==> config.mk <==
export PLATFORM = sky130hd
export DESIGN_NAME = gpu_draw_scheduler
export DESIGN_NICKNAME = d
export VERILOG_FILES = /design/src/rtl/gpu_draw_scheduler_pkg.sv /design/src/rtl/gpu_draw_scheduler_instr_fifo.sv /design/src/rtl/gpu_draw_scheduler.sv
export SDC_FILE = /design/constraint.sdc
export NUM_CORES = 1
export LEC_CHECK = 0
export CELL_PAD_IN_SITES_DETAIL_PLACEMENT = 1
export CELL_PAD_IN_SITES_GLOBAL_PLACEMENT = 2
export CORE_MARGIN = 1
export CORE_UTILIZATION = 30
export CTS_CLUSTER_SIZE = 16
export DETAILED_ROUTE_END_ITERATION = 6
export PLACE_DENSITY_LB_ADDON = 0.05
export SYNTH_ARGS = -nofsm -noshare
export SYNTH_HDL_FRONTEND = slang
export SYNTH_SLANG_ARGS = --single-unit
==> constraint.sdc <==
create_clock -name clk -period 13 [get_ports clk]
set_clock_uncertainty 0.1 [all_clocks]
set_input_delay 1.95 -clock clk [delete_from_list [all_inputs] [get_ports clk]]
set_output_delay 1.95 -clock clk [all_outputs]
set_load 0.02 [all_outputs]
==> src/rtl/gpu_draw_scheduler_pkg.sv <==
// gpu_draw_scheduler_pkg: shared widths, opcodes, instruction record and FSM states
package gpu_draw_scheduler_pkg;
  localparam int WIDTH_BITS = 10;
  localparam int HEIGHT_BITS = 9;
  localparam int CHANNEL_BITS = 8;
  localparam logic [3:0] OP_LINE = 4'b0100;
  localparam logic [3:0] OP_RECT = 4'b0101;
  localparam logic [3:0] OP_CIRCLE = 4'b0110;
  localparam logic [3:0] OP_ARC = 4'b0111;
  localparam logic [3:0] OP_CLEAR = 4'b1000;
  typedef struct packed {
    logic [3:0] opcode;
    logic [WIDTH_BITS-1:0] x1;
    logic [HEIGHT_BITS-1:0] y1;
    logic [WIDTH_BITS-1:0] x2;
    logic [HEIGHT_BITS-1:0] y2;
    logic [WIDTH_BITS-1:0] rad;
    logic [2:0] oct;
    logic [CHANNEL_BITS-1:0] r;
    logic [CHANNEL_BITS-1:0] g;
    logic [CHANNEL_BITS-1:0] b;
  } instr_t;
  localparam int INSTR_BITS = $bits(instr_t);
  typedef enum logic [1:0] {IDLE, ISSUE, WAIT_DONE} state_t;
  function automatic logic valid_op(input logic [3:0] op);
    return op inside {OP_LINE, OP_RECT, OP_CIRCLE, OP_ARC, OP_CLEAR};
  endfunction
endpackage

==> src/rtl/gpu_draw_scheduler_instr_fifo.sv <==
// gpu_instr_fifo: synchronous FIFO with flush; flush beats push and pop
module gpu_instr_fifo #(
  parameter int WIDTH = 8,
  parameter int DEPTH = 8
) (
  input  logic             clk,
  input  logic             rst,
  input  logic             push,
  input  logic             pop,
  input  logic             flush,
  input  logic [WIDTH-1:0] din,
  output logic [WIDTH-1:0] dout,
  output logic             full,
  output logic             empty
);
  localparam int AW = $clog2(DEPTH);
  logic [WIDTH-1:0] mem [DEPTH];
  logic [AW-1:0] wr_ptr, rd_ptr;
  logic [AW:0] count;
  logic do_push, do_pop;
  assign full = count == (AW+1)'(DEPTH);
  assign empty = count == '0;
  assign do_push = push && !full && !flush;
  assign do_pop = pop && !empty && !flush;
  assign dout = mem[rd_ptr];
  always_ff @(posedge clk) begin
    if (do_push && !rst) mem[wr_ptr] <= din;
  end
  always_ff @(posedge clk) begin
    if (rst || flush) begin
      wr_ptr <= '0;
      rd_ptr <= '0;
      count <= '0;
    end else begin
      wr_ptr <= do_push ? wr_ptr + 1'b1 : wr_ptr;
      rd_ptr <= do_pop ? rd_ptr + 1'b1 : rd_ptr;
      count <= count + (AW+1)'(do_push) - (AW+1)'(do_pop);
    end
  end
endmodule

==> src/rtl/gpu_draw_scheduler.sv <==
// gpu_draw_scheduler: in-order draw issue with start/done handshake, watchdog and flush
module gpu_draw_scheduler
  import gpu_draw_scheduler_pkg::*;
#(
  parameter int FIFO_DEPTH = 8,
  parameter int TIMEOUT_CYCLES = 4096,
  parameter int CNT_BITS = 13
) (
  input  logic                    clk,
  input  logic                    rst,
  input  logic                    push_instruction_i,
  input  logic [3:0]              opcode_i,
  input  logic [WIDTH_BITS-1:0]   x1_i,
  input  logic [WIDTH_BITS-1:0]   x2_i,
  input  logic [WIDTH_BITS-1:0]   rad_i,
  input  logic [HEIGHT_BITS-1:0]  y1_i,
  input  logic [HEIGHT_BITS-1:0]  y2_i,
  input  logic [2:0]              oct_i,
  input  logic [CHANNEL_BITS-1:0] r_i,
  input  logic [CHANNEL_BITS-1:0] g_i,
  input  logic [CHANNEL_BITS-1:0] b_i,
  input  logic                    flush_i,
  input  logic                    draw_done_i,
  output logic                    draw_start_o,
  output logic [3:0]              draw_opcode_o,
  output logic [WIDTH_BITS-1:0]   draw_x1_o,
  output logic [WIDTH_BITS-1:0]   draw_x2_o,
  output logic [WIDTH_BITS-1:0]   draw_rad_o,
  output logic [HEIGHT_BITS-1:0]  draw_y1_o,
  output logic [HEIGHT_BITS-1:0]  draw_y2_o,
  output logic [2:0]              draw_oct_o,
  output logic [CHANNEL_BITS-1:0] draw_r_o,
  output logic [CHANNEL_BITS-1:0] draw_g_o,
  output logic [CHANNEL_BITS-1:0] draw_b_o,
  output logic                    abort_o,
  output logic                    fifo_full_o,
  output logic                    busy_o,
  output logic                    overflow_o,
  output logic                    bad_opcode_o,
  output logic                    timeout_o
);
  state_t state, next;
  instr_t din, head, cur;
  logic empty, full, valid, expire;
  logic [CNT_BITS-1:0] wd_cnt;
  assign valid = valid_op(opcode_i);
  assign din = '{opcode: opcode_i, x1: x1_i, y1: y1_i, x2: x2_i, y2: y2_i, rad: rad_i, oct: oct_i, r: r_i, g: g_i, b: b_i};
  gpu_instr_fifo #(.WIDTH(INSTR_BITS), .DEPTH(FIFO_DEPTH)) fifo (
    .clk   (clk),
    .rst   (rst),
    .push  (push_instruction_i && valid),
    .pop   (state == ISSUE),
    .flush (flush_i),
    .din   (din),
    .dout  (head),
    .full  (full),
    .empty (empty)
  );
  assign expire = TIMEOUT_CYCLES != 0 && state == WAIT_DONE && wd_cnt == CNT_BITS'(TIMEOUT_CYCLES) && !draw_done_i;
  always_comb begin
    next = IDLE;
    abort_o = 1'b0;
    if (!flush_i) next = state == IDLE ? (empty ? IDLE : ISSUE) : state == ISSUE ? WAIT_DONE : (draw_done_i || expire) ? IDLE : WAIT_DONE;
    abort_o = !rst && state != IDLE && (flush_i || expire);
  end
  always_ff @(posedge clk) begin
    if (rst) begin
      state <= IDLE;
      cur <= '0;
      wd_cnt <= '0;
      overflow_o <= 1'b0;
      bad_opcode_o <= 1'b0;
      timeout_o <= 1'b0;
    end else begin
      state <= next;
      if (state == IDLE && next == ISSUE) cur <= head;
      wd_cnt <= state == WAIT_DONE ? wd_cnt + 1'b1 : '0;
      overflow_o <= overflow_o | (push_instruction_i && valid && full && !flush_i);
      bad_opcode_o <= bad_opcode_o | (push_instruction_i && !valid);
      timeout_o <= timeout_o | expire;
    end
  end
  assign draw_start_o = state == ISSUE;
  assign busy_o = state != IDLE || !empty;
  assign fifo_full_o = full;
  assign draw_opcode_o = cur.opcode;
  assign draw_x1_o = cur.x1;
  assign draw_x2_o = cur.x2;
  assign draw_rad_o = cur.rad;
  assign draw_y1_o = cur.y1;
  assign draw_y2_o = cur.y2;
  assign draw_oct_o = cur.oct;
  assign draw_r_o = cur.r;
  assign draw_g_o = cur.g;
  assign draw_b_o = cur.b;
endmodule

# Yosys cells after proc, flatten, opt, wreduce, memory -nomap -nowiden
# Memories as Yosys holds them, arrays and structs flattened. A register that Yosys moved wholly into a read port is not among the register bits.
# Index checks and enable logic that the tools add are counted.
# Widths: inputs -> output; s select.
[word_totals]
ff_bits = 28
ram_bits = 632
input_bits = 84
wordCells = 64
memories = 1
[op_classes]
n_addsub = 5
n_eq_ne = 10
muxes = 7
n_bitwise = 4
n_reduce_logical = 29
[mem_list]
columns = ["memory", "depth", "word_bits", "rd", "rd_ports_with_merged_regs", "wr", "line", "source"]
rows = [
  ["fifo.mem", 8, 79, 1, 1, 1, "gpu_draw_scheduler_instr_fifo.sv:17", "logic [WIDTH-1:0] mem [DEPTH];"],
]
[ops]
columns = ["cell", "n"]
rows = [
  ["$eq 4x3->1 const B", 4],
  ["$logic_and 1x1->1", 14],
  ["$add 13x1->13 const B", 1],
  ["$eq 13x13->1 const B", 1],
  ["$eq 4x4->1 const B", 2],
  ["$mux 2", 4],
  ["$add 3x1->3 const B", 2],
  ["$logic_not 1->1", 6],
  ["$reduce_bool 5->1", 1],
  ["$add 4x1->4", 1],
  ["$eq 2x1->1 const B", 2],
  ["$logic_not 4->1", 1],
  ["$logic_or 1x1->1", 4],
  ["$sub 4x1->4", 1],
  ["$mux 1", 3],
  ["$or 1x1->1", 3],
  ["$eq 2x2->1 const B", 1],
  ["$logic_not 2->1", 1],
  ["$reduce_bool 2->1", 1],
  ["$reduce_or 2->1", 1],
  ["$not 1->1", 1],
]

# Logic depth before layout (Yosys ltp)
[depth]
ltp_word = 10
ltp_mapped = 13
ltp_nobuf = 12

# Cells and area by module
# A second synthesis with hierarchy kept.
[unflattened]
cells_unflattened = 1438
area_unflattened_um2 = 28030.6
[by_module_without_submodules]
columns = ["mod", "instances", "cells_each", "area_each_um2", "seq_area_each_um2"]
rows = [
  ["gpu_instr_fifo", 1, 998, 24422.2, 19238.5],
  ["gpu_draw_scheduler", 1, 440, 3608.5, 1941.9],
]

# Worst setup path after synthesis
# OpenSTA, ideal clock, no wires.
[synth_path]
path_kind = "in2reg"
start = "in opcode_i[0]"
end = "mem fifo.mem[1][0] (netlist name), enable pin"
t_arrival_ns = 10.013
setup_slack_ns = 2.177
path_stages = 4
n_path_buf = 1
path_cell_list = "nor4b_2 o211ai_1 buf_2 nor4_1"
[synth_between]
elab_chain_cells = 8
elab_cells_between_ends = 12
cone_classes = "eq/ne: 5; mux: 2; reduce/logical: 5"
[synth_rtl]
columns = ["item", "line", "source"]
rows = [
  ["start, declared", "gpu_draw_scheduler.sv:12", "input logic [3:0] opcode_i,"],
  ["$eq 4x3->1 or $eq 4x4->1 (tied branches)", "gpu_draw_scheduler_pkg.sv:26", "return op inside {OP_LINE, OP_RECT, OP_CIRCLE, OP_ARC, OP_CLEAR};"],
  ["$reduce_bool 5->1 *", "gpu_draw_scheduler_pkg.sv:26", ""],
  ["$logic_and 1x1->1 *", "gpu_draw_scheduler.sv:51", ".push (push_instruction_i && valid),"],
  ["$logic_and 1x1->1 * (2 in a row)", "gpu_draw_scheduler_instr_fifo.sv:23", "assign do_push = push && !full && !flush;"],
  ["$logic_and 1x1->1 *", "gpu_draw_scheduler_instr_fifo.sv:27", "if (do_push && !rst) mem[wr_ptr] <= din;"],
  ["$mux 1 *", "gpu_draw_scheduler_instr_fifo.sv:27", ""],
  ["$mux 1 (implied by the code) *", "gpu_draw_scheduler_instr_fifo.sv:27", ""],
  ["end, declared", "gpu_draw_scheduler_instr_fifo.sv:17", ""],
]
# Mark *: on every way between the ends. The rest lies on a longest branch, timed or not.

# Worst setup path after layout
[layout_path]
start = "in opcode_i[3]"
end = "mem fifo.mem[0][41] (netlist name), enable pin"
# The elaborated chain is that of the path after synthesis.

==> reports/results.txt <==
Sw Pwr: 0.00101 W
Warnings from Yosys: 0
Max-cap violations: 0
Max rail drop VDD: 0.0860 mV
Synth area leader: edfxtp_1
Hold Vio Cnt, Final: 0
Iteration-0 DRC Markers: 690
Power per Cell Area: 150 nW/um^2
Min cycle time layout: 5500 ps
Number of global-route vias before repair: 15000
Final Cycle Share: 42.3%
Crit-path cells: clkdlybuf4s50_1 > nor4b_2 > o211ai_1 > buf_4 > or3_1 > nor3_2 > buf_4 > buf_4
Crit-path slowest cell: clkdlybuf4s50_1
Die Wd: 305 um
Final net count: 1659
Post-CTS Setup Inserts: 0
Seq pwr share: 51.7%
Starting Density: 30.5%
Logic gate share of total power: 1.9%
Place WS: 6660 ps
Run status: completed
Syn avg cell area: 20.4 sq um
Post-CTS resize count: 0
Setup slack, reg-to-reg: 9100 ps
Vias/cell: 4.75
Power Total: 0.00500 W
Fmax achieved: 182 MHz
Core ar.: 90600 sq um
Share of post-route cells with drive strength above 1: 24.7%
Mapped Nets: 1446
Initial antenna violation count: 7
Sw Share: 20.2%
Clock Latency Late Sink: 630 ps
RSZ-0062 raised after global routing: false
Sink Count: 739
Sequential cell area fraction in the yosys report: 76.5%
Num CTS Buffers: 87
Leakage power: 10.2 nW
Crit end category: flip-flop
Area share of the largest cell type after synthesis: 68.7%
Ranking of synthesized cells by area: edfxtp_1 69%, mux4_2 13%, dfxtp_1 7.8%
Sequential Area: 21100 sq um
#FFs+latches synth: 739
Int Pwr: 0.00399 W
Antenna-violating nets left: 0
Pin count of the biggest net entering global routing: 52
WL final: 68200 um
Worst setup path category: in2reg
Clock Pin Slew Worst Setup and Hold Paths: 60 ps
Cells after synthesis: 1351
Crit path largest cell delay: 700 ps
Area Overhead vs Synth: 20.6%
Congestion Overflow GR: 0
Die H: 305 um
Multi-input gate area: 5990 sq um
Mapped Area: 27600 sq um
Vias: 13400
Setup WS post-layout: 7500 ps
I/O Buffers: 169
GRT Total Usage: 14.9%
Clock power frac: 46.4%
Hold buffer count at cts: 0
Rows: 110
Clock buffer depth: 3
Router iterations before antenna repair: 4
CP startpoint kind: primary input
H-tree Lvls: 3
Die area: 93200 sq um
Routability cong.: 0.669
CTS root buffer: clkbuf_16
Most used cell along the critical path: buf_4
Final core occ: 36.8%
Hold WC Path Type: reg2reg
Max_slew headroom: 31.0%
Hpwl dp: 37900 um
Critical Path RT: 13140 ps
Arrival time at the worst endpoint: 5640 ps
Final Cell Area: 33300 sq um
I/O pins: 170
Routed wire per std cell: 24.2 um
Setup violations, final: 0
Cell Area, Placed: 30600 sq um
First-pass GRT wire length: 102000 um
Max-slew violations: 0
Yosys cell types: 41
DRC viols: 0
EDFF count, synth: 632
Final setup TNS: 0 ps
Worst slew pin tran: 1030 ps
CTS tree: done
Fillers: 8795
Main synth FF type: edfxtp_1
Post-synthesis async set-or-reset flop share: 0%
Worst-path fanout max: 41
-- power groups by stage --
stage	sequential, W	clock [W]	combinational [W]
detailed placement	0.00263	0	0.0000977
finish	0.00258	0.00232	0.0000947
global placement	0.00263	0	0.0000952
floorplan	0.00264	0	0.0000229
CTS	0.00258	0.00241	0.0000980
global route	0.00258	0.00250	0.000104
-- layer usage --
metal / vias up / share of wire [%] / global-route usage (%)
li1: 5930 / - / -
met4: 10 / 2.4 / 4.60
met5: - / 0.11 / 0
met1: 7093 / 42 / 18.4
met2: 212 / 52 / 26.3
met3: 118 / 3.5 / 2.70
-- kinds of logic (layout without fill, tap and decap cells) --
group	after synthesis	in the layout	share of synthesized area [%]
xor+xnor	14	14	0.444
buf+inv	92	375	2.07
other cells	0	2	0
simple gates	243	243	5.47
fa+ha+maj	11	11	0.526
mux	158	158	12.9
flops	739	739	76.5
compound gates	94	94	2.11
-- placed cells by master (no fill, tap or decap), types with 21 or more instances in the layout --
cell type,netlist,routed
dfxtp_1,107,104
clkbuf_16,0,90
buf_4,13,29
nor3_2,69,73
mux4_2,158,158
clkbuf_1,14,21
edfxtp_1,632,632
clkdlybuf4s50_1,0,168
o22ai_1,79,79
nor2_1,109,106
-- worst max-delay path: cells and delay by family --
family / cells / cell delay [ps]
AOI/OAI and AO/OA: 1 / 150
buffers and inverters: 4 / 2210
and+or+nand+nor: 3 / 1300
-- sequential cells by signal, summed over array words and instances, names as in the netlist --
signal         count
bad_opcode_o       1
draw_b_o           8
draw_g_o           8
draw_oct_o         3
draw_opcode_o      4
draw_r_o           8
draw_rad_o        10
draw_x1_o         10
draw_x2_o         10
draw_y1_o          9
draw_y2_o          9
fifo.count         4
fifo.mem         632
fifo.rd_ptr        3
fifo.wr_ptr        3
overflow_o         1
state              2
timeout_o          1
wd_cnt            13
-- final cells by class --
type                    instances  area share, %
diodes                          2         0.0150
clock buffers                 119           7.33
clock inverters                40          0.879
flip-flops and latches        739           63.4
well taps                    1176           4.42
inverters                      18          0.203
repair buffers                198           5.74
multi-input cells             520           18.0
-- path summary, 6_finish.rpt --
kind / startpoint / to / cells after the start
setup / recovery: opcode_i[3] / fifo.mem[0][41]$_DFFE_PP_ / 8
hold / removal: overflow_o$_SDFF_PP0_ / overflow_o$_SDFF_PP0_ / 2
setup reg to reg: fifo.count[2]$_SDFF_PP0_ / fifo.mem[0][41]$_DFFE_PP_ / 9
hold reg to reg: overflow_o$_SDFF_PP0_ / overflow_o$_SDFF_PP0_ / 2
-- cell usage after synthesis, types with 2 or more instances --
master,count
nor2_1,109
clkbuf_1,14
o21ai_0,3
or3_1,3
nand3_2,3
nor3_1,18
ha_1,10
inv_1,18
edfxtp_1,632
buf_2,27
a21oi_1,7
nor4_1,4
nand3_1,8
xor2_1,4
nand4_1,3
nor3_2,69
and2_1,3
buf_4,13
or3b_1,2
o22ai_1,79
dfxtp_1,107
nand2b_1,4
buf_6,19
nand2_1,5
mux4_2,158
xnor2_1,10
nor2b_1,5
-- per-stage QoR --
step | cells | hold slack (ps)
2_1_floorplan | 1351 | 341
3_3_place_gp | 2651 | 341
3_5_place_dp | 2651 | 350
4_1_cts | 2810 | 358
5_1_grt | 2810 | 388
6_report | 2812 | 353
No activity file was read; power rests on OpenSTA's default activity.
